## src/rtl/mem_access_unit_pkg.sv

```systemverilog
`default_nettype none
// ============================================================================
// Package : HighLevelControl
// Brief   : Shared control types: truncation/size code, memory-stage states,
//           and the byte-count helper used by the load/store unit.
// Rev     : 1.0 - initial release
// ============================================================================
package HighLevelControl;

  // Access size and sign code; it travels with the result to writeback.
  typedef enum logic [2:0] {
    BYTE               = 3'd0,
    HALF_WORD          = 3'd1,
    WORD               = 3'd2,
    BYTE_UNSIGNED      = 3'd3,
    HALF_WORD_UNSIGNED = 3'd4,
    NO_TRUNC           = 3'd5
  } truncSrc;

  // Load/store unit sequencing states.
  typedef enum logic [1:0] {
    IDLE   = 2'd0,
    ACC_LO = 2'd1,
    ACC_HI = 2'd2,
    RESP   = 2'd3
  } memState;

  // Number of bytes moved for a given size code.
  function automatic logic [2:0] sizeOf(input truncSrc t);
    case (t)
      BYTE, BYTE_UNSIGNED:           sizeOf = 3'd1;
      HALF_WORD, HALF_WORD_UNSIGNED: sizeOf = 3'd2;
      default:                       sizeOf = 3'd4;
    endcase
  endfunction

endpackage
`default_nettype wire

```

## src/rtl/mem_access_unit_lane_shifter.sv

```systemverilog
`default_nettype none
// ============================================================================
// Module : lane_shifter
// Brief  : Combinational byte-lane shifter. Produces the lane enables and
//          lane-positioned store data for both beats of an access, and the
//          lane-0 aligned load result from the two read words.
// Rev    : 1.0 - initial release
// ============================================================================
module lane_shifter #(
  parameter int BIT_COUNT = 32
) (
  input  logic [1:0]             off,
  input  logic [2:0]             size,
  input  logic [BIT_COUNT-1:0]   store_data,
  input  logic [BIT_COUNT-1:0]   lo_word,
  input  logic [BIT_COUNT-1:0]   hi_word,
  output logic [BIT_COUNT/8-1:0] lo_be,
  output logic [BIT_COUNT/8-1:0] hi_be,
  output logic [BIT_COUNT-1:0]   lo_wdata,
  output logic [BIT_COUNT-1:0]   hi_wdata,
  output logic [BIT_COUNT-1:0]   load_data,
  output logic                   span
);

  localparam int LANES = BIT_COUNT / 8;

  logic [LANES-1:0]       size_mask;
  logic [2*LANES-1:0]     be_wide;
  logic [2*BIT_COUNT-1:0] wd_wide;
  logic [2*BIT_COUNT-1:0] rd_wide;
  logic [BIT_COUNT-1:0]   keep_mask;

  // Shift a double-width view so the part spilling past lane 3 lands in the hi beat.
  always_comb begin
    size_mask = LANES'((1 << size) - 1);
    be_wide   = {{LANES{1'b0}}, size_mask} << off;
    wd_wide   = {{BIT_COUNT{1'b0}}, store_data} << {off, 3'b000};
    rd_wide   = {hi_word, lo_word} >> {off, 3'b000};
    keep_mask = '0;
    for (int i = 0; i < LANES; i++) begin
      keep_mask[8*i +: 8] = {8{size_mask[i]}};
    end
    lo_be     = be_wide[LANES-1:0];
    hi_be     = be_wide[2*LANES-1:LANES];
    lo_wdata  = wd_wide[BIT_COUNT-1:0];
    hi_wdata  = wd_wide[2*BIT_COUNT-1:BIT_COUNT];
    load_data = rd_wide[BIT_COUNT-1:0] & keep_mask;
    span      = ({1'b0, off} + size) > 3'd4;
  end

endmodule
`default_nettype wire

```

## src/rtl/mem_access_unit.sv

```systemverilog
`default_nettype none
// ============================================================================
// Module : mem_access_unit
// Brief  : Memory-stage load/store unit. Splits word-crossing accesses into
//          two aligned bus beats, stalls the pipeline until the bus acks and
//          returns load data shifted down to byte lane 0.
// Rev    : 1.0 - initial release
// ============================================================================
module mem_access_unit
  import HighLevelControl::*;
#(
  parameter int BIT_COUNT = 32
) (
  input  logic                   clk,
  input  logic                   reset_n,
  input  logic                   MemReq,
  input  logic                   MemWrite,
  input  truncSrc                TruncSrc,
  input  logic [BIT_COUNT-1:0]   Address,
  input  logic [BIT_COUNT-1:0]   WriteData,
  output logic                   Stall,
  output logic                   LoadValid,
  output logic [BIT_COUNT-1:0]   LoadData,
  output logic                   DMemReq,
  output logic                   DMemWe,
  output logic [BIT_COUNT-1:0]   DMemAddr,
  output logic [BIT_COUNT/8-1:0] DMemByteEn,
  output logic [BIT_COUNT-1:0]   DMemWData,
  input  logic                   DMemAck,
  input  logic [BIT_COUNT-1:0]   DMemRData
);

  localparam int LANES = BIT_COUNT / 8;

  memState              state_q, state_d;
  logic [1:0]           off_q, off_d;
  logic [2:0]           size_q, size_d;
  logic                 we_q, we_d;
  logic [BIT_COUNT-1:0] wdata_q, wdata_d;
  logic [BIT_COUNT-1:0] lo_word_q, lo_word_d;
  logic [BIT_COUNT-1:0] load_data_q, load_data_d;
  logic                 dmem_we_q, dmem_we_d;
  logic [BIT_COUNT-1:0] dmem_addr_q, dmem_addr_d;
  logic [LANES-1:0]     dmem_be_q, dmem_be_d;
  logic [BIT_COUNT-1:0] dmem_wdata_q, dmem_wdata_d;

  logic                 idle;
  logic [1:0]           sh_off;
  logic [2:0]           sh_size;
  logic [BIT_COUNT-1:0] sh_store, sh_lo, sh_hi;
  logic [LANES-1:0]     sh_lo_be, sh_hi_be;
  logic [BIT_COUNT-1:0] sh_lo_wdata, sh_hi_wdata, sh_load;
  logic                 sh_span;

  // In IDLE the shifter sees the live request so the lo beat can be registered
  // on the capture edge; afterwards it works from the captured copy.
  always_comb begin
    idle     = (state_q == IDLE);
    sh_off   = idle ? Address[1:0]       : off_q;
    sh_size  = idle ? sizeOf(TruncSrc)   : size_q;
    sh_store = idle ? WriteData          : wdata_q;
    sh_lo    = (state_q == ACC_LO) ? DMemRData : lo_word_q;
    sh_hi    = (state_q == ACC_HI) ? DMemRData : '0;
  end

  lane_shifter #(
    .BIT_COUNT (BIT_COUNT)
  ) u_lane_shifter (
    .off        (sh_off),
    .size       (sh_size),
    .store_data (sh_store),
    .lo_word    (sh_lo),
    .hi_word    (sh_hi),
    .lo_be      (sh_lo_be),
    .hi_be      (sh_hi_be),
    .lo_wdata   (sh_lo_wdata),
    .hi_wdata   (sh_hi_wdata),
    .load_data  (sh_load),
    .span       (sh_span)
  );

  // Sequencing: capture request, run one or two beats, then a single RESP cycle.
  always_comb begin
    state_d      = state_q;
    off_d        = off_q;
    size_d       = size_q;
    we_d         = we_q;
    wdata_d      = wdata_q;
    lo_word_d    = lo_word_q;
    load_data_d  = load_data_q;
    dmem_we_d    = dmem_we_q;
    dmem_addr_d  = dmem_addr_q;
    dmem_be_d    = dmem_be_q;
    dmem_wdata_d = dmem_wdata_q;
    case (state_q)
      IDLE: begin
        if (MemReq) begin
          state_d      = ACC_LO;
          off_d        = Address[1:0];
          size_d       = sizeOf(TruncSrc);
          we_d         = MemWrite;
          wdata_d      = WriteData;
          dmem_we_d    = MemWrite;
          dmem_addr_d  = {Address[BIT_COUNT-1:2], 2'b00};
          dmem_be_d    = sh_lo_be;
          dmem_wdata_d = sh_lo_wdata;
        end
      end
      ACC_LO: begin
        if (DMemAck) begin
          if (sh_span) begin
            state_d      = ACC_HI;
            lo_word_d    = DMemRData;
            dmem_addr_d  = dmem_addr_q + BIT_COUNT'(4);
            dmem_be_d    = sh_hi_be;
            dmem_wdata_d = sh_hi_wdata;
          end else begin
            state_d = RESP;
            if (!we_q) load_data_d = sh_load;
          end
        end
      end
      ACC_HI: begin
        if (DMemAck) begin
          state_d = RESP;
          if (!we_q) load_data_d = sh_load;
        end
      end
      default: state_d = IDLE;
    endcase
  end

  // State and bus registers; reset abandons any beat in flight.
  always_ff @(posedge clk or negedge reset_n) begin
    if (!reset_n) begin
      state_q      <= IDLE;
      off_q        <= '0;
      size_q       <= '0;
      we_q         <= 1'b0;
      wdata_q      <= '0;
      lo_word_q    <= '0;
      load_data_q  <= '0;
      dmem_we_q    <= 1'b0;
      dmem_addr_q  <= '0;
      dmem_be_q    <= '0;
      dmem_wdata_q <= '0;
    end else begin
      state_q      <= state_d;
      off_q        <= off_d;
      size_q       <= size_d;
      we_q         <= we_d;
      wdata_q      <= wdata_d;
      lo_word_q    <= lo_word_d;
      load_data_q  <= load_data_d;
      dmem_we_q    <= dmem_we_d;
      dmem_addr_q  <= dmem_addr_d;
      dmem_be_q    <= dmem_be_d;
      dmem_wdata_q <= dmem_wdata_d;
    end
  end

  // Handshake outputs; the IDLE stall term is gated so reset forces Stall low.
  always_comb begin
    DMemReq    = (state_q == ACC_LO) || (state_q == ACC_HI);
    Stall      = (idle && MemReq && reset_n) || DMemReq;
    LoadValid  = (state_q == RESP) && !we_q;
    LoadData   = load_data_q;
    DMemWe     = dmem_we_q;
    DMemAddr   = dmem_addr_q;
    DMemByteEn = dmem_be_q;
    DMemWData  = dmem_wdata_q;
  end

endmodule
`default_nettype wire
```

## config.mk

```make
export PLATFORM = sky130hd
export DESIGN_NAME = mem_access_unit
export DESIGN_NICKNAME = d
export VERILOG_FILES = /design/src/rtl/mem_access_unit_pkg.sv /design/src/rtl/mem_access_unit_lane_shifter.sv /design/src/rtl/mem_access_unit.sv
export SDC_FILE = /design/constraint.sdc
export NUM_CORES = 1
export LEC_CHECK = 0
export CAP_MARGIN = 25
export CORE_AREA = 2 2 177 179
export DETAILED_ROUTE_END_ITERATION = 8
export DIE_AREA = 0 0 179 181
export GPL_ROUTABILITY_DRIVEN = 1
export PLACE_DENSITY = 0.6
export SLEW_MARGIN = 0
export SYNTH_ARGS = -nofsm -noshare
export SYNTH_HDL_FRONTEND = slang
export SYNTH_SLANG_ARGS = --single-unit
```

## constraint.sdc

```tcl
create_clock -name clk -period 4.3 [get_ports clk]
set_clock_uncertainty 0.05 [all_clocks]
set_input_delay 0.645 -clock clk [delete_from_list [all_inputs] [get_ports clk]]
set_output_delay 0.645 -clock clk [all_outputs]
set_load 0.03 [all_outputs]
```

==> reports/metrics.yaml <==
drtPass1Iterations: 5
clock_insertion_delay_worst_skew_ps: 440
r2r_cells: 12
report.final.slew_viol_count: 0
global_route_total_overflow: 0
post_synth.cell_area_avg_um2: 10.2
critPathRequiredTime_ps: 4570
routed_via_density: 5.58
max_slew.worst_pin.slew_ps: 864
holdBufCountCts: 0
grt_antenna_before_repair: 1
status: "finished clean"
max_clock_freq_mhz: 269
antenna_violating_nets_post_route: 0
timing.critical_path.from_type: "input port"
die_width_um: 179
synth_cell_type_count: 69
ctsRootBufferMaster: "clkbuf_16"
drv_cap: 0
tritoncts.num_buffers: 17
yosys_warnings: 0
cts_tree: "done"
placed_cells: 1587
setup_viol: 0
first_global_vias: 8997
number_of_antenna_repair_diodes: 0
critical_path.reg2reg.endpoint: "lo_word_q[15]"
synth-seq-cells: 170
ys_seq_area_share_pct: 40.4
post_synthesis_async_set_or_reset_flop_share_pct: 100
detail_route.wl_per_cell_um: 21.0
grt_start_max_net_pins: 66
grt_use_total_pct: 20.9
synthesis.area_um2: 10500
gp_congestion: 0.830
hp-class: "in -> async"
ys.flop_type: "dfrtp_1"
p_total_uw: 12300
synthToLayoutAreaGrowth_pct: 29.6
slew_headroom_pct: 42.4
synth-edff-count: 0
setup.reg_to_reg.worst_slack_ps: 740
final_cells: 1619
clkSinkCount: 170
drt_first_iter_violations: 778
topRoutingLayerUsed: "met5"
cts_setup_buffers: 0
portBuffers: 205
h_tree_depth: 4
path_clk_slew_ps: 90
wl_um: 33900
ir_drop_mv: 0.694
initial_utilization_pct: 34.7
r2r_start: "state_q[0]"
cts_repair_resize_count: 0
worst-path-buf-inv: 3
power_density_nw_per_um2: 898
cp_num_cells: 13
placeableCoreArea_um2: 30300
detail_route.drc_violations: 0
worstSetupEndpointType: "flop"
detailroute.via_count: 9035
nFillCells: 2870
worst-path-max-fanout: 32
m1WireLength_um: 15600
rows: 64
grt_pass1_wl_um: 52500
num-nets-final: 1323
timing.critical_path.slowest_stage_cell: "clkdlybuf4s50_1"
cpLargestDelayFamily: "buffers and inverters"
cpMostUsedCell: "mux2_2"
top_level_ports: 208
grt_setup_unrepaired: "false"
post_synth_inst_count: 1037
layout-drive-gt1-share_pct: 19.1
layout.cells.most_common_list: "204 x clkdlybuf4s50_1, 170 x dfrtp_1, 137 x mux2_2, 113 x nand2_1, 77 x mux2i_1"
die-area_um2: 32400
die_height_um: 181
ctsLongestPathBuffers: 2
hold_viol_final: 0
setup_tns_ps: 0
met3RoutedLength_um: 1860
total_leakage_power_uw: 0.00554
detailroute.wirelength.met2_um: 15800
cpPeakStageDelay_ps: 520
hpwlAfterDp_um: 23500
timing.critical_path.arrival_ps: 3990
fin_crit_ps: 3720
worstSetupPathType: "in -> reg"
path_cells: "clkdlybuf4s50_1 -> xor2_1 -> nor2_1 -> mux2_2 -> ha_1 -> inv_1 -> fa_1 -> xnor2_1 -> o211ai_1 -> a21oi_1 -> and2_1 -> buf_12 -> mux2_2"
period_share_pct: 86.6
most_common_cell_after_layout_fill_and_taps_aside: "clkdlybuf4s50_1"
[cell type report]
type | count | area (um2) | area share, %
clock inverters | 15 | 199 | 1.46
multi-input cells | 759 | 5840 | 42.7
well taps | 396 | 495 | 3.63
repair buffers | 235 | 2340 | 17.1
clock buffers | 17 | 425 | 3.12
inverters | 27 | 101 | 0.742
flip-flops and latches | 170 | 4250 | 31.2
[cells in the mapped netlist, drive strengths merged, types with 3 or more instances]
cell type,instances,area (um2)
a2111oi,3,26.3
a211oi,15,118
a21o,15,113
a21oi,30,150
a22oi,26,195
a311oi,9,78.8
a31oi,14,87.6
a32oi,5,43.8
and2,14,87.6
and3,5,31.3
and4,4,35.0
buf,39,226
clkbuf,43,163
dfrtp,170,4250
ha,8,100
inv,27,101
mux2,139,1570
mux2i,78,785
mux4,16,360
nand2,114,430
nand2b,8,50.1
nand3,27,135
nand4,5,31.3
nand4b,3,26.3
nor2,38,143
nor3,33,165
nor4,3,18.8
o211ai,12,90.1
o21a,3,22.5
o21ai,48,240
o22ai,21,131
o311ai,4,35.0
o31ai,8,60.1
o32ai,5,43.8
o41ai,3,26.3
or4,7,52.6
xnor2,4,35.0
[through the flow]
stage               hold WS (ps)  cell area (um2)  utilization [%]  setup slack (ps)
floorplan                    299            10500                -               264
global placement             413            13000             42.9               275
detailed placement           420            13000             42.9               191
CTS                         47.9            13700             45.0               649
global route                61.1            13700             45.0               412
finish                      52.9            13700             45.0               577
[routing by layer]
layer | global-route usage [%] | up-vias
met5 | 0 | -
met2 | 32.3 | 317
li1 | - | 4197
met4 | 7.06 | 2
met1 | 29.4 | 4474
met3 | 3.79 | 45
[logic make-up (layout without fill, tap and decap cells)]
family          after synthesis  count (layout)  share of synthesized area, %
compound gates              240             240                          15.5
xor+xnor                      5               5                         0.416
fa+ha+maj                     9               9                          1.14
buf+inv                     109             294                          4.66
flops                       170             170                          40.4
mux                         233             233                          25.7
other cells                   1               2                        0.0356
simple gates                270             270                          12.1
[registers in the layout, indices dropped and copies added, names as in the netlist]
| register | count |
|---|---|
| DMemAddr | 30 |
| off_q | 2 |
| DMemWData | 32 |
| DMemByteEn | 4 |
| lo_word_q | 32 |
| wdata_q | 32 |
| size_q | 3 |
| state_q | 2 |
| LoadData | 32 |
| DMemWe | 1 |
[power breakdown]
part           switching, uW  internal (uW)
combinational           4290           3320
clock                    798            846
sequential               641           2360
[how the worst max path moves through the flow]
stage                 from       endpoint  slack, ps
2_1_floorplan   state_q[0]  DMemWData[13]        260
3_3_place_gp   TruncSrc[0]  lo_word_q[18]        280
3_5_place_dp   TruncSrc[0]   DMemAddr[31]        190
4_1_cts        TruncSrc[0]  lo_word_q[15]        650
5_1_grt        TruncSrc[0]  lo_word_q[30]        410
6_report       TruncSrc[0]  lo_word_q[15]        580
(Power assumes the default switching activity.)
